`config.mk`:
```
export PLATFORM = sky130hd
export DESIGN_NAME = conv_window_gen
export DESIGN_NICKNAME = d
export VERILOG_FILES = /design/src/rtl/conv_window_gen.sv
export SDC_FILE = /design/constraint.sdc
export NUM_CORES = 1
export LEC_CHECK = 0
export ABC_AREA = 1
export ABC_CLOCK_PERIOD_IN_PS = 2600
export BUFFER_PORTS_ARGS = -buffer_cell sky130_fd_sc_hd__buf_4
export CORE_ASPECT_RATIO = 1.25
export CORE_MARGIN = 2
export CORE_UTILIZATION = 50
export CTS_CLUSTER_SIZE = 24
export DETAILED_ROUTE_END_ITERATION = 10
export GPL_TIMING_DRIVEN = 0
export MAX_ROUTING_LAYER = met4
export PLACE_DENSITY_LB_ADDON = 0.05
export SLEW_MARGIN = 20
export SYNTH_ARGS = -nofsm -noshare
export SYNTH_HDL_FRONTEND = slang
export SYNTH_SLANG_ARGS = --single-unit
```
`constraint.sdc`:
```
create_clock -name clk -period 2.6 [get_ports clk]
set_input_delay 0.26 -clock clk [delete_from_list [all_inputs] [get_ports clk]]
set_output_delay 0.26 -clock clk [all_outputs]
set_load 0.005 [all_outputs]
```
`src/rtl/conv_window_gen.sv`:
```
// conv_window_gen: turns a raster-order pixel stream into K x K convolution
// windows (valid positions only, stride 1) for the integer convolution PE.
// K-1 line memories feed a K x K shift window. Each complete window is
// captured into a registered output array and flagged by a one-cycle strobe.
module conv_window_gen #(
  parameter int pic_bits    = 2,
  parameter int kernel_size = 5,
  parameter int img_width   = 28,
  parameter int img_height  = 28
) (
  input  logic                          clk,
  input  logic                          rst_n,
  input  logic                          pix_valid,
  input  logic [pic_bits-1:0]           pix_in,
  output logic [pic_bits-1:0]           pic [kernel_size*kernel_size],
  output logic                          win_valid,
  output logic [$clog2(img_height)-1:0] win_row,
  output logic [$clog2(img_width)-1:0]  win_col,
  output logic                          frame_done
);

  localparam int K  = kernel_size;
  localparam int CW = $clog2(img_width);
  localparam int RW = $clog2(img_height);

  localparam logic [CW-1:0] COL_LAST      = CW'(img_width - 1);
  localparam logic [RW-1:0] ROW_LAST      = RW'(img_height - 1);
  localparam logic [CW-1:0] COL_FIRST_WIN = CW'(K - 1);
  localparam logic [RW-1:0] ROW_FIRST_WIN = RW'(K - 1);

  // Raster position of the next pixel to be accepted.
  logic [CW-1:0] col_cnt_r;
  logic [RW-1:0] row_cnt_r;

  // line_r[0] holds the previous row and line_r[K-2] holds the oldest buffered row.
  logic [pic_bits-1:0] line_r [K-1][img_width];

  // Shift window. win_r[r][c] uses r=0 for the top row and c=0 for the leftmost column.
  logic [pic_bits-1:0] win_r     [K][K];
  logic [pic_bits-1:0] win_nxt_s [K][K];
  logic [pic_bits-1:0] col_vec_s [K];

  logic emit_s;
  logic frame_end_s;

  // Raster counters. The column wraps first, then the row wraps at end of frame.
  always_ff @(posedge clk) begin
    if (rst_n) begin
      col_cnt_r <= '0;
      row_cnt_r <= '0;
    end else if (pix_valid) begin
      if (col_cnt_r == COL_LAST) begin
        col_cnt_r <= '0;
        if (row_cnt_r == ROW_LAST) begin
          row_cnt_r <= '0;
        end else begin
          row_cnt_r <= row_cnt_r + RW'(1);
        end
      end else begin
        col_cnt_r <= col_cnt_r + CW'(1);
      end
    end
  end

  // Line memories cascade one row older at the current column. They are not reset
  // because window gating depends only on the counters.
  always_ff @(posedge clk) begin
    if (!rst_n && pix_valid) begin
      line_r[0][col_cnt_r] <= pix_in;
      for (int i = 1; i < K - 1; i++) begin
        line_r[i][col_cnt_r] <= line_r[i-1][col_cnt_r];
      end
    end
  end

  // Incoming column, oldest row first, and the window after shifting it in.
  always_comb begin
    for (int r = 0; r < K - 1; r++) begin
      col_vec_s[r] = line_r[K-2-r][col_cnt_r];
    end
    col_vec_s[K-1] = pix_in;
    for (int r = 0; r < K; r++) begin
      for (int c = 0; c < K - 1; c++) begin
        win_nxt_s[r][c] = win_r[r][c+1];
      end
      win_nxt_s[r][K-1] = col_vec_s[r];
    end
  end

  // Window emission and end-of-frame detection for the current beat.
  always_comb begin
    emit_s      = 1'b0;
    frame_end_s = 1'b0;
    if (pix_valid && (row_cnt_r >= ROW_FIRST_WIN) && (col_cnt_r >= COL_FIRST_WIN)) begin
      emit_s = 1'b1;
    end else begin
      emit_s = 1'b0;
    end
    if (pix_valid && (row_cnt_r == ROW_LAST) && (col_cnt_r == COL_LAST)) begin
      frame_end_s = 1'b1;
    end else begin
      frame_end_s = 1'b0;
    end
  end

  // Shift window advances on every accepted beat, including beats across row wraps.
  always_ff @(posedge clk) begin
    if (rst_n) begin
      for (int r = 0; r < K; r++) begin
        for (int c = 0; c < K; c++) begin
          win_r[r][c] <= '0;
        end
      end
    end else if (pix_valid) begin
      win_r <= win_nxt_s;
    end
  end

  // Registered outputs. pic and the indices load only when a window is emitted and hold otherwise.
  always_ff @(posedge clk) begin
    if (rst_n) begin
      win_valid  <= 1'b0;
      frame_done <= 1'b0;
      win_row    <= '0;
      win_col    <= '0;
      for (int i = 0; i < K * K; i++) begin
        pic[i] <= '0;
      end
    end else begin
      win_valid  <= emit_s;
      frame_done <= frame_end_s;
      if (emit_s) begin
        win_row <= row_cnt_r - ROW_FIRST_WIN;
        win_col <= col_cnt_r - COL_FIRST_WIN;
        for (int r = 0; r < K; r++) begin
          for (int c = 0; c < K; c++) begin
            pic[r*K+c] <= win_nxt_s[r][c];
          end
        end
      end
    end
  end

endmodule

```
# Word level (Yosys, flattened, before mapping)
# Memory sizes are Yosys's and may differ from the RTL's.
# Cells that the tools add are included.
# classes
bitwise_logic	1
addsub	4
muxes	20
reduce_logical	8
magnitude_cmp	4
n_eq_ne	2
# op_table
op	n
56-bit 2-to-1 mux	1
2-bit binary-select mux with 5-bit select	4
2-bit 2-to-1 mux	9
5-bit by 1-bit adder with 5-bit output, second input constant	2
2-bit demux with 5-bit select	1
5-bit == test, second input constant	2
5-bit by 3-bit greater-or-equal comparator with 1-bit output, second input constant	2
5-bit 2-to-1 mux	2
5-bit by 3-bit subtractor with 5-bit output, second input constant	2
6-bit greater-or-equal comparator, second input constant	1
1-bit logical AND	6
6-bit by 1-bit < comparator with 1-bit output, second input constant	1
5-bit NOT with 6-bit output	1
1-bit 2-to-1 mux	3
2-bit AND reduction	1
1-bit logical NOT	1
# totals
output_inout_bits	62
mem_bits_rw	224
ff_bits	112
n_memories	1
input_bits	5
word_cells	91
# memory_table
memory	words	width	rd	rd_ports_with_merged_regs	write_ports	line_no	source
line_r	4	56	4	0	4	36	logic [pic_bits-1:0] line_r [K-1][img_width];

# Longest topological paths before layout
# Gate-level depths: netlist of run 1.
# depth
ltp_word	6
mapped_depth	13
ltp_nobuf	11

# Least setup slack after synthesis of run 1
# OpenSTA, ideal clock, no wires.
# synth_path
kind	reg2reg
start	register col_cnt_r[0]
end	memory line_r[0][14] (netlist name), enable pin
stages_incl_launch_ff	8
required_time_ns	2.230
synth_period_minus_slack_ns	1.928
arrival_time_ns	1.558
path_buffers	3
setup_time_ns	0.370
path_slack_ns	0.672
path_cell_list	dfxtp_1 -> buf_4 -> inv_2 -> buf_4 -> buf_2 -> ha_1 -> nand2_1 -> nor2_1
# synth_lines
element	line_no	source
start: declaration	32	logic [CW-1:0] col_cnt_r;
start signal: assignment	60	col_cnt_r <= col_cnt_r + CW'(1);
end: declaration	36	

==> impl_metrics.json, run 1 <==
{
  "synth_edf_count": 224,
  "drc_errors": 0,
  "clk_latency_ns": 0.51,
  "worstSetupPathType": "reg2reg",
  "critPathArrivalTime_ns": 2.81,
  "cpMostUsedCell": "buf_2",
  "finalSetupViolations": 55,
  "num_vias": 10140,
  "num_rows": 68,
  "switching_share_pct": 23.29,
  "critPathLaunchType": "register",
  "antenna_cells": 0,
  "synth_nets": 1522,
  "ys_warn_count": 0,
  "initial_core_util_pct": 50.87,
  "gp_congestion": 0.9247,
  "grt_pass1_wl_um": 55060,
  "root_buffer": "clkbuf_16",
  "layout_commonest_cell": "nand2_1",
  "final_cell_mix": "nand2_1 (464), edfxtp_1 (224), inv_1 (214)",
  "yosys.area_share.adder_pct": 1.249,
  "comb_power_share_pct": 7.3,
  "synthMuxAreaShare_pct": 0,
  "cts-buffers-inserted": 35,
  "pre_cts_ws_ns": -0.5825,
  "htreeDepth": 2,
  "postRouteAntennaNets": 0,
  "antenna_found_initial": 0,
  "cts_tree": "done",
  "power_density_nw_per_um2": 709.5,
  "cts_num_sinks": 336,
  "seqPwrFrac_pct": 50.9,
  "grt-busiest-layer": "met2",
  "grt_max_degree": 31,
  "path_cells": "inv_2 -> buf_2 -> buf_2 -> ha_1 -> nand2_1 -> nor2_2",
  "max_freq_mhz": 375.5,
  "hold_viol": 0,
  "hp-class": "in2reg",
  "crit_family": "simple AND/OR/NAND/NOR gates",
  "crit_buf_inv": 3,
  "fin_setup_tns_ns": -1.576,
  "synthArstFlopShare_pct": 0,
  "critical-path-max-stage-delay_ns": 0.59,
  "drt-vias-per-instance": 5.120,
  "internal_power_mw": 8.830,
  "cts_buffer_depth": 3,
  "status": "finished with violations",
  "grt-ovfl-total": 0,
  "port_buffers": 65,
  "met3_usage_pct": 3.197,
  "drt_wl_total_um": 37050,
  "leakagePower_nw": 6.988,
  "worstPathMaxFanout": 11,
  "rsz0062_at_grt": "yes",
  "violations": "setup timing",
  "crit_path_end_kind": "register",
  "grt_util_met1_pct": 29.83,
  "tightest_slew_ns": 0.9121,
  "pin_count": 67,
  "ys_seq_area_share_pct": 63.96,
  "syn_area_um2": 14020,
  "final.min_clock_period_ns": 2.663,
  "p_switching_mw": 2.681,
  "die_area_um2": 29410,
  "synthSimpleGateAreaFrac_pct": 20.82,
  "whs_ns": 0.2166,
  "max_slew_margin_pct": 38.97,
  "min_period_over_period_pct": 102.4,
  "die_h_um": 191.2,
  "grt_pass1_vias": 9666,
  "skew_ns": 0.01626,
  "drive_gt1_share_pct": 13.18,
  "avgSynthCellArea_um2": 9.329,
  "drt_pre_antenna_iters": 5,
  "worstPathRequired_ns": 2.74,
  "final_max_slew_viol_count": 0,
  "synth_flop_cell": "edfxtp_1",
  "synth_top_family_by_area": "simple AND/OR/NAND/NOR gates",
  "clockPowerShare_pct": 41.8,
  "fp.dieW_um": 153.8,
  "p_total_mw": 11.51,
  "nets": 1626,
  "synthToLayoutAreaGrowth_pct": 15.71,
  "vdd_drop_max_mv": 0.6453,
  "synth-xor-area-share_pct": 0.3123,
  "cts.reportedPaths.clkPinSlew_ns": 0.06,
  "synthCells": 1503,
  "synth-compound-area-share_pct": 5.175,
  "grt.total_usage_pct": 25.75,
  "ys_ff_latch": 336,
  "drv_cap": 0,
  "hpwl_um": 24940,
  "cpMaxStageDelayCell": "nor2_2",
  "first_iter_violations": 875,
  "setup_ws_ns": -0.06305,
  "wl_per_cell_um": 18.70,
  "met2_usage_pct": 44.79,
  "ys_types": 29,
  "core_um2": 27570
}
-- per-stage QoR --
step | cells | cell area (µm²) | util, %
5_1_grt | 1981 | 16230 | 58.86
3_3_place_gp | 1918 | 14950 | 54.23
2_1_floorplan | 1503 | 14020 | -
6_report | 1981 | 16230 | 58.86
3_5_place_dp | 1918 | 14950 | 54.24
4_1_cts | 1979 | 16140 | 58.56
-- path summary, 6_finish.rpt --
check / to / cells after the start / startpoint / slack (ns)
worst min-delay path: line_r[0][37]$_DFFE_PP_ / 1 / pix_in[1] / 0.22
worst min register to register: pic[18]$_SDFFE_PP0P_ / 2 / win_nxt_s[18]$_SDFFE_PP0P_ / 0.46
worst max-delay path: line_r[2][31]$_DFFE_PP_ / 6 / col_cnt_r[1]$_SDFFE_PP0P_ / -0.06
worst max register to register: line_r[2][31]$_DFFE_PP_ / 6 / col_cnt_r[1]$_SDFFE_PP0P_ / -0.06
-- state kept, by name (all words and copies together), names as in the netlist --
signal	count
line_r	224
pic	50
win_nxt_s	40
col_cnt_r	5
row_cnt_r	5
win_col	5
win_row	5
frame_done	1
win_valid	1
-- cells by family (layout without fill, tap and decap cells) --
kind of cell | after synthesis | in the layout
and+or+nand+nor | 715 | 717
adders and majority gates | 14 | 14
xor gates and xnor gates | 5 | 5
AOI/OAI and AO/OA | 141 | 141
buffers and inverters | 292 | 418
DFF | 336 | 336
-- power by group through the flow --
stage          combinational, mW  sequential (mW)  clock [mW]
2_1_floorplan              0.469             5.97           0
3_3_place_gp               0.787             5.99           0
3_5_place_dp               0.796             5.99           0
4_1_cts                    0.816             5.86        4.89
5_1_grt                    0.910             5.87        5.09
6_report                   0.839             5.86        4.81
-- cell usage after synthesis, types with 6 or more instances --
cell | number | area, µm²
edfxtp_1 | 224 | 6726
dfxtp_1 | 112 | 2242
buf_2 | 29 | 145.1
a21oi_1 | 81 | 405.4
nand2_1 | 470 | 1764
o21a_1 | 8 | 60.06
nor2_1 | 110 | 412.9
ha_1 | 14 | 175.2
inv_1 | 214 | 803.3
o21ai_0 | 52 | 260.3
inv_2 | 6 | 22.52
nand3_1 | 117 | 585.6
clkbuf_1 | 28 | 105.1
-- layer usage --
layer,vias to the layer above,wire length (µm)
li1,4992,-
met1,4729,14790
met2,325,18680
met3,96,1874
met4,0,1701
met5,-,0
-- cell type report --
class,count,area [µm²]
Sequential cell,336,8969
Fill cell,2430,11340
Timing Repair Buffer,65,488.0
Clock buffer,47,1005
Tap cell,350,437.9
Inverter,221,829.5
Clock inverter,14,95.09
Buffer,71,367.9
Multi-Input combinational cell,877,4034
-- what timing repair did --
| item | in CTS | in global routing |
|---|---|---|
| pin swaps | 1 | 3 |
| hold buffers | 0 | 0 |
| setup endpoints to repair | 296 | 248 |
| gates cloned | 0 | 2 |
| setup buffers | 0 | 0 |
| resized for setup | 32 | 22 |
Power figures use the tool's default switching activity.
==> inputs of run 2 (changes only) <==
Settings changed: PLACE_DENSITY from default to 0.75, PLACE_DENSITY_LB_ADDON 0.05 to default.
==> run 2 against run 1 <==
  * The run still ends with setup timing left
  * Maximum frequency about the same
  * Routed wire length decreased by 2.0%
  * Clock skew increased by 0.0011 ns
  * Sequential cell count unchanged
  * Register-to-register slack about the same
  * Clock power decreased by 5.0%
  * Power decreased by 2.3%
  * Via count increased by 2.8%
  * Sequential share of layout area increased by 0.23 points
  * Non-clock buffer count unchanged
  * Critical path depth unchanged
  * Cell count decreased by 0.30%
==> impl_metrics.json, run 2 (same netlist as run 1, synthesis figures left out) <==
{
  "status": "finished with violations",
  "violations": "setup timing",
  "initial_core_util_pct": 50.87,
  "worstReg2RegEnd": "line_r[0][52]$_DFFE_PP_",
  "regMostFlops": "line_r",
  "crit_path_end_kind": "register",
  "grt-ovfl-total": 0,
  "worstPathRequired_ns": 2.79,
  "cpMaxStageDelayCell": "nor2_2",
  "leakagePower_nw": 6.966,
  "grt_pass1_vias": 10190,
  "crit_end": "line_r[0][52]$_DFFE_PP_",
  "hold_viol": 0,
  "worstSetupPathType": "reg2reg",
  "antenna_cells": 0,
  "crit_start": "col_cnt_r[1]$_SDFFE_PP0P_",
  "max_slew_margin_pct": 41.72,
  "gp_congestion": 0.9195,
  "tightest_slew_ns": 0.8695,
  "grt_pass1_wl_um": 55720,
  "grt_max_degree": 31,
  "cts-buffers-inserted": 31,
  "final_max_slew_viol_count": 0,
  "nets": 1620,
  "pin_count": 67,
  "r2r-start": "col_cnt_r[1]$_SDFFE_PP0P_",
  "clk_latency_ns": 0.56,
  "cts_tree": "done",
  "critPathArrivalTime_ns": 2.85,
  "reg2regPathDepth": 6,
  "hold_start": "pix_in[1]",
  "port_buffers": 65,
  "finalSetupViolations": 32,
  "ctsHoldBuffers": 0,
  "utilization_pct": 58.62,
  "rrSetupSlack_ns": -0.06,
  "antenna_found_initial": 0,
  "synthToLayoutAreaGrowth_pct": 15.24,
  "max_freq_mhz": 375.3,
  "postRouteAntennaNets": 0,
  "drc_errors": 0,
  "path_cells": "inv_2 -> buf_2 -> clkbuf_4 -> ha_1 -> nand2_1 -> nor2_2",
  "power_density_nw_per_um2": 695.8,
  "root_buffer": "clkbuf_16",
  "fp.dieW_um": 153.8,
  "num_rows": 68,
  "wl_per_cell_um": 18.39,
  "whs_ns": 0.1520,
  "p_total_mw": 11.24,
  "hp-class": "in2reg",
  "pre_cts_ws_ns": -0.4790,
  "largest_reg_flops": 224,
  "rsz0062_at_grt": "yes",
  "vdd_drop_max_mv": 0.4925,
  "critical-path-max-stage-delay_ns": 0.60,
  "hpwl_um": 24300,
  "worstPathMaxFanout": 11,
  "core_um2": 27570,
  "skew_ns": 0.01737,
  "drt-vias-per-instance": 5.276,
  "cts_buffer_depth": 3,
  "drv_cap": 0,
  "die_area_um2": 29410,
  "drt_pre_antenna_iters": 5,
  "cts_num_sinks": 336,
  "critPathLaunchType": "register",
  "min_period_over_period_pct": 102.5,
  "final.min_clock_period_ns": 2.665,
  "final_cell_mix": "nand2_1 (463), edfxtp_1 (224), inv_1 (214)",
  "fin_setup_tns_ns": -0.9703,
  "die_h_um": 191.2,
  "htreeDepth": 1,
  "grt.total_usage_pct": 25.32,
  "first_iter_violations": 888,
  "cts.reportedPaths.clkPinSlew_ns": 0.07,
  "setup_ws_ns": -0.06465,
  "layout_commonest_cell": "nand2_1",
  "drive_gt1_share_pct": 13.35,
  "drt_wl_total_um": 36320,
  "num_vias": 10420
}
-- run 2: cell count changes in the layout (fill, tap and decap cells not counted), sizes merged --
cell    change
clkbuf      -3
buf         -2
nand2       -2
bufinv      +1
clkinv      +1
inv         -1
-- run 2: stage by stage --
step,cell area (µm²),instances
6_report,16160,1975
4_1_cts,16050,1975
5_1_grt,16160,1975
2_1_floorplan,14020,1503
3_3_place_gp,14950,1918
3_5_place_dp,14950,1918
-- run 2: power breakdown --
part	internal [mW]	switching (mW)
logic	0.188	0.621
clock network	2.64	1.94
registers	5.83	0.0309
-- run 2: worst min path at each step --
stage | end | slack (ns) | cells past startpoint
6_report | line_r[0][27]$_DFFE_PP_ | 0.15 | 1
3_5_place_dp | pic[38]$_SDFFE_PP0P_ | 0.45 | 2
5_1_grt | line_r[0][49]$_DFFE_PP_ | 0.16 | 1
2_1_floorplan | line_r[0][0]$_DFFE_PP_ | 0.36 | 0
4_1_cts | line_r[0][39]$_DFFE_PP_ | 0.14 | 1
3_3_place_gp | pic[19]$_SDFFE_PP0P_ | 0.45 | 2
-- run 2: timing repair --
action                                  CTS  global route
buffers inserted                          0             0
pin swaps                                 2             1
endpoints found under the setup margin  288           339
gates resized for setup                  23            33
-- run 2: metal layers --
metal | track usage [%] | routed length, µm
met5 | - | 0
met4 | 11.29 | 1821
met3 | 3.287 | 3072
met2 | 44.22 | 18130
met1 | 29.28 | 13300
-- run 2: critical path, delay by kind of cell (launching register included) --
family	cells	cell delay [ns]
fa+ha+maj	1	0.17
flops	1	0.39
simple gates	2	0.98
buf+inv	3	0.73
-- run 2: final cells by class --
class | instances | area [µm²]
Buffer | 71 | 372.9
Clock buffer | 42 | 909.6
Clock inverter | 15 | 125.1
Fill cell | 2330 | 11410
Inverter | 221 | 829.5
Multi-Input combinational cell | 875 | 4028
Sequential cell | 336 | 8969
Tap cell | 350 | 437.9
Timing Repair Buffer | 65 | 488.0
==> inputs of run 3 (changes only) <==
Settings changed: TNS_END_PERCENT from default to 30.
==> run 3 against run 2 <==
  * The flow still finishes with violations (setup timing)
  * Maximum frequency fell by 2.1%
  * First-iteration DRC count rose by 17%
  * Sequential share of layout area rose by 0.090 points
  * Power fell by 0.11%
  * Critical path type unchanged
  * Largest power group unchanged
  * Highest routed layer unchanged
==> impl_metrics.json, run 3 (same netlist as run 1, synthesis figures left out) <==
{
  "synthToLayoutAreaGrowth_pct": 15.05,
  "root_buffer": "clkbuf_16",
  "placed_area_um2": 14950,
  "critical-path-max-stage-delay_ns": 0.72,
  "antenna_found_initial": 0,
  "port_buffers": 65,
  "cts_buffer_depth": 3,
  "final_area_um2": 16130,
  "critPathArrivalTime_ns": 2.91,
  "worstPathMaxFanout": 9,
  "gp_congestion": 0.9195,
  "first_iter_violations": 1035,
  "drt_wl_total_um": 36230,
  "final_cell_mix": "nand2_1 (463), edfxtp_1 (224), inv_1 (214)",
  "max_slew_margin_pct": 40.42,
  "drc_errors": 0,
  "p_switching_mw": 2.578,
  "comb_power_share_pct": 7.1,
  "internal_power_mw": 8.653,
  "drt_pre_antenna_iters": 5,
  "pin_count": 67,
  "drive_gt1_share_pct": 13.05,
  "p_total_mw": 11.23,
  "finalSetupViolations": 35,
  "grt_pass1_wl_um": 55680,
  "grt-ovfl-total": 0,
  "status": "finished with violations",
  "cts_tree": "done",
  "grt_pass1_vias": 10170,
  "largest_reg_flops": 224,
  "num_rows": 68,
  "crit_path_end_kind": "register",
  "switching_share_pct": 22.95,
  "setup_ws_ns": -0.1220,
  "grt.total_usage_pct": 25.31,
  "seqPwrFrac_pct": 52.2,
  "drv_cap": 0,
  "cts-buffers-inserted": 31,
  "final.min_clock_period_ns": 2.722,
  "postRouteAntennaNets": 0,
  "skew_ns": 0.02141,
  "initial_core_util_pct": 50.87,
  "fp.dieW_um": 153.8,
  "rrSetupSlack_ns": -0.12,
  "nets": 1620,
  "ctsHoldBuffers": 0,
  "die_area_um2": 29410,
  "htreeDepth": 1,
  "regMostFlops": "line_r",
  "hp-class": "in2reg",
  "die_h_um": 191.2,
  "hold_viol": 0,
  "wl_per_cell_um": 18.35,
  "path_cells": "buf_4 -> inv_2 -> nor3_2 -> inv_1 -> nor2_1",
  "cpMaxStageDelayCell": "nor3_2",
  "leakagePower_nw": 6.964,
  "power_density_nw_per_um2": 696.1,
  "rsz0062_at_grt": "yes",
  "grt_max_degree": 31,
  "min_period_over_period_pct": 104.7,
  "hpwl_um": 24300,
  "tightest_slew_ns": 0.8904,
  "violations": "setup timing",
  "cts.reportedPaths.clkPinSlew_ns": 0.07,
  "num_vias": 10450,
  "clk_latency_ns": 0.57,
  "fin_setup_tns_ns": -1.947,
  "worstPathRequired_ns": 2.79,
  "cts_num_sinks": 336,
  "vdd_drop_max_mv": 0.4907,
  "final_max_slew_viol_count": 0,
  "clockPowerShare_pct": 40.7,
  "layout_commonest_cell": "nand2_1",
  "worstSetupPathType": "reg2reg",
  "critPathLaunchType": "register",
  "drt-vias-per-instance": 5.293,
  "max_freq_mhz": 367.4,
  "core_um2": 27570,
  "antenna_cells": 0
}
==> run 3: cell counts in the layout (fill, tap and decap cells not counted) <==
No cell type changed its count.
==> run 3: timing repair <==
action,CTS,global route
setup endpoints to repair,288,347
pin swaps,2,1
resized for setup,22,27
buffers inserted,0,0
==> run 3: cell type report <==
cell class	count	area [µm²]
repair buffers	65	488.0
fillers	2341	11430
flip-flops and latches	336	8969
clock inverters	15	125.1
multi-input cells	875	4001
clock buffers	42	909.6
inverters	221	829.5
well taps	350	437.9
plain buffers	71	372.9
==> run 3: worst paths after layout <==
| path | start | endpoint | depth (start not counted) |
|---|---|---|---|
| max | col_cnt_r[2]$_SDFFE_PP0P_ | line_r[0][24]$_DFFE_PP_ | 5 |
| min | pix_in[1] | line_r[0][39]$_DFFE_PP_ | 1 |
| max reg2reg | col_cnt_r[2]$_SDFFE_PP0P_ | line_r[0][24]$_DFFE_PP_ | 5 |
| min reg2reg | win_nxt_s[38]$_SDFFE_PP0P_ | pic[38]$_SDFFE_PP0P_ | 2 |
==> run 3: stage by stage <==
stage	hold slack (ns)	util, %	setup WS (ns)	instances
2_1_floorplan	0.3589	-	0.6716	1503
3_3_place_gp	0.4462	54.23	-0.5879	1918
3_5_place_dp	0.4521	54.24	-0.4790	1918
4_1_cts	0.1409	58.21	-0.1678	1975
5_1_grt	0.1555	58.52	-0.1642	1975
6_report	0.1490	58.52	-0.1220	1975
==> run 3: per-layer routing <==
layer / track usage (%) / up-vias / routed length (µm)
met5: - / - / 0
met4: 11.22 / 0 / 1817
met3: 3.242 / 118 / 2971
met2: 44.14 / 496 / 18180
met1: 29.39 / 4872 / 13270
li1: - / 4968 / -
==> run 3: power by group through the flow <==
stage | sequential (mW) | combinational [mW] | clock [mW]
2_1_floorplan | 5.97 | 0.469 | 0
3_3_place_gp | 5.98 | 0.734 | 0
3_5_place_dp | 5.98 | 0.762 | 0
4_1_cts | 5.86 | 0.779 | 4.61
5_1_grt | 5.87 | 0.872 | 4.81
6_report | 5.86 | 0.803 | 4.57
==> run 3: worst max-delay path: cells and delay by family (launching register included) <==
family,cells,cell delay [ns]
DFF,1,0.38
buffers and inverters,3,0.61
and+or+nand+nor,2,1.36
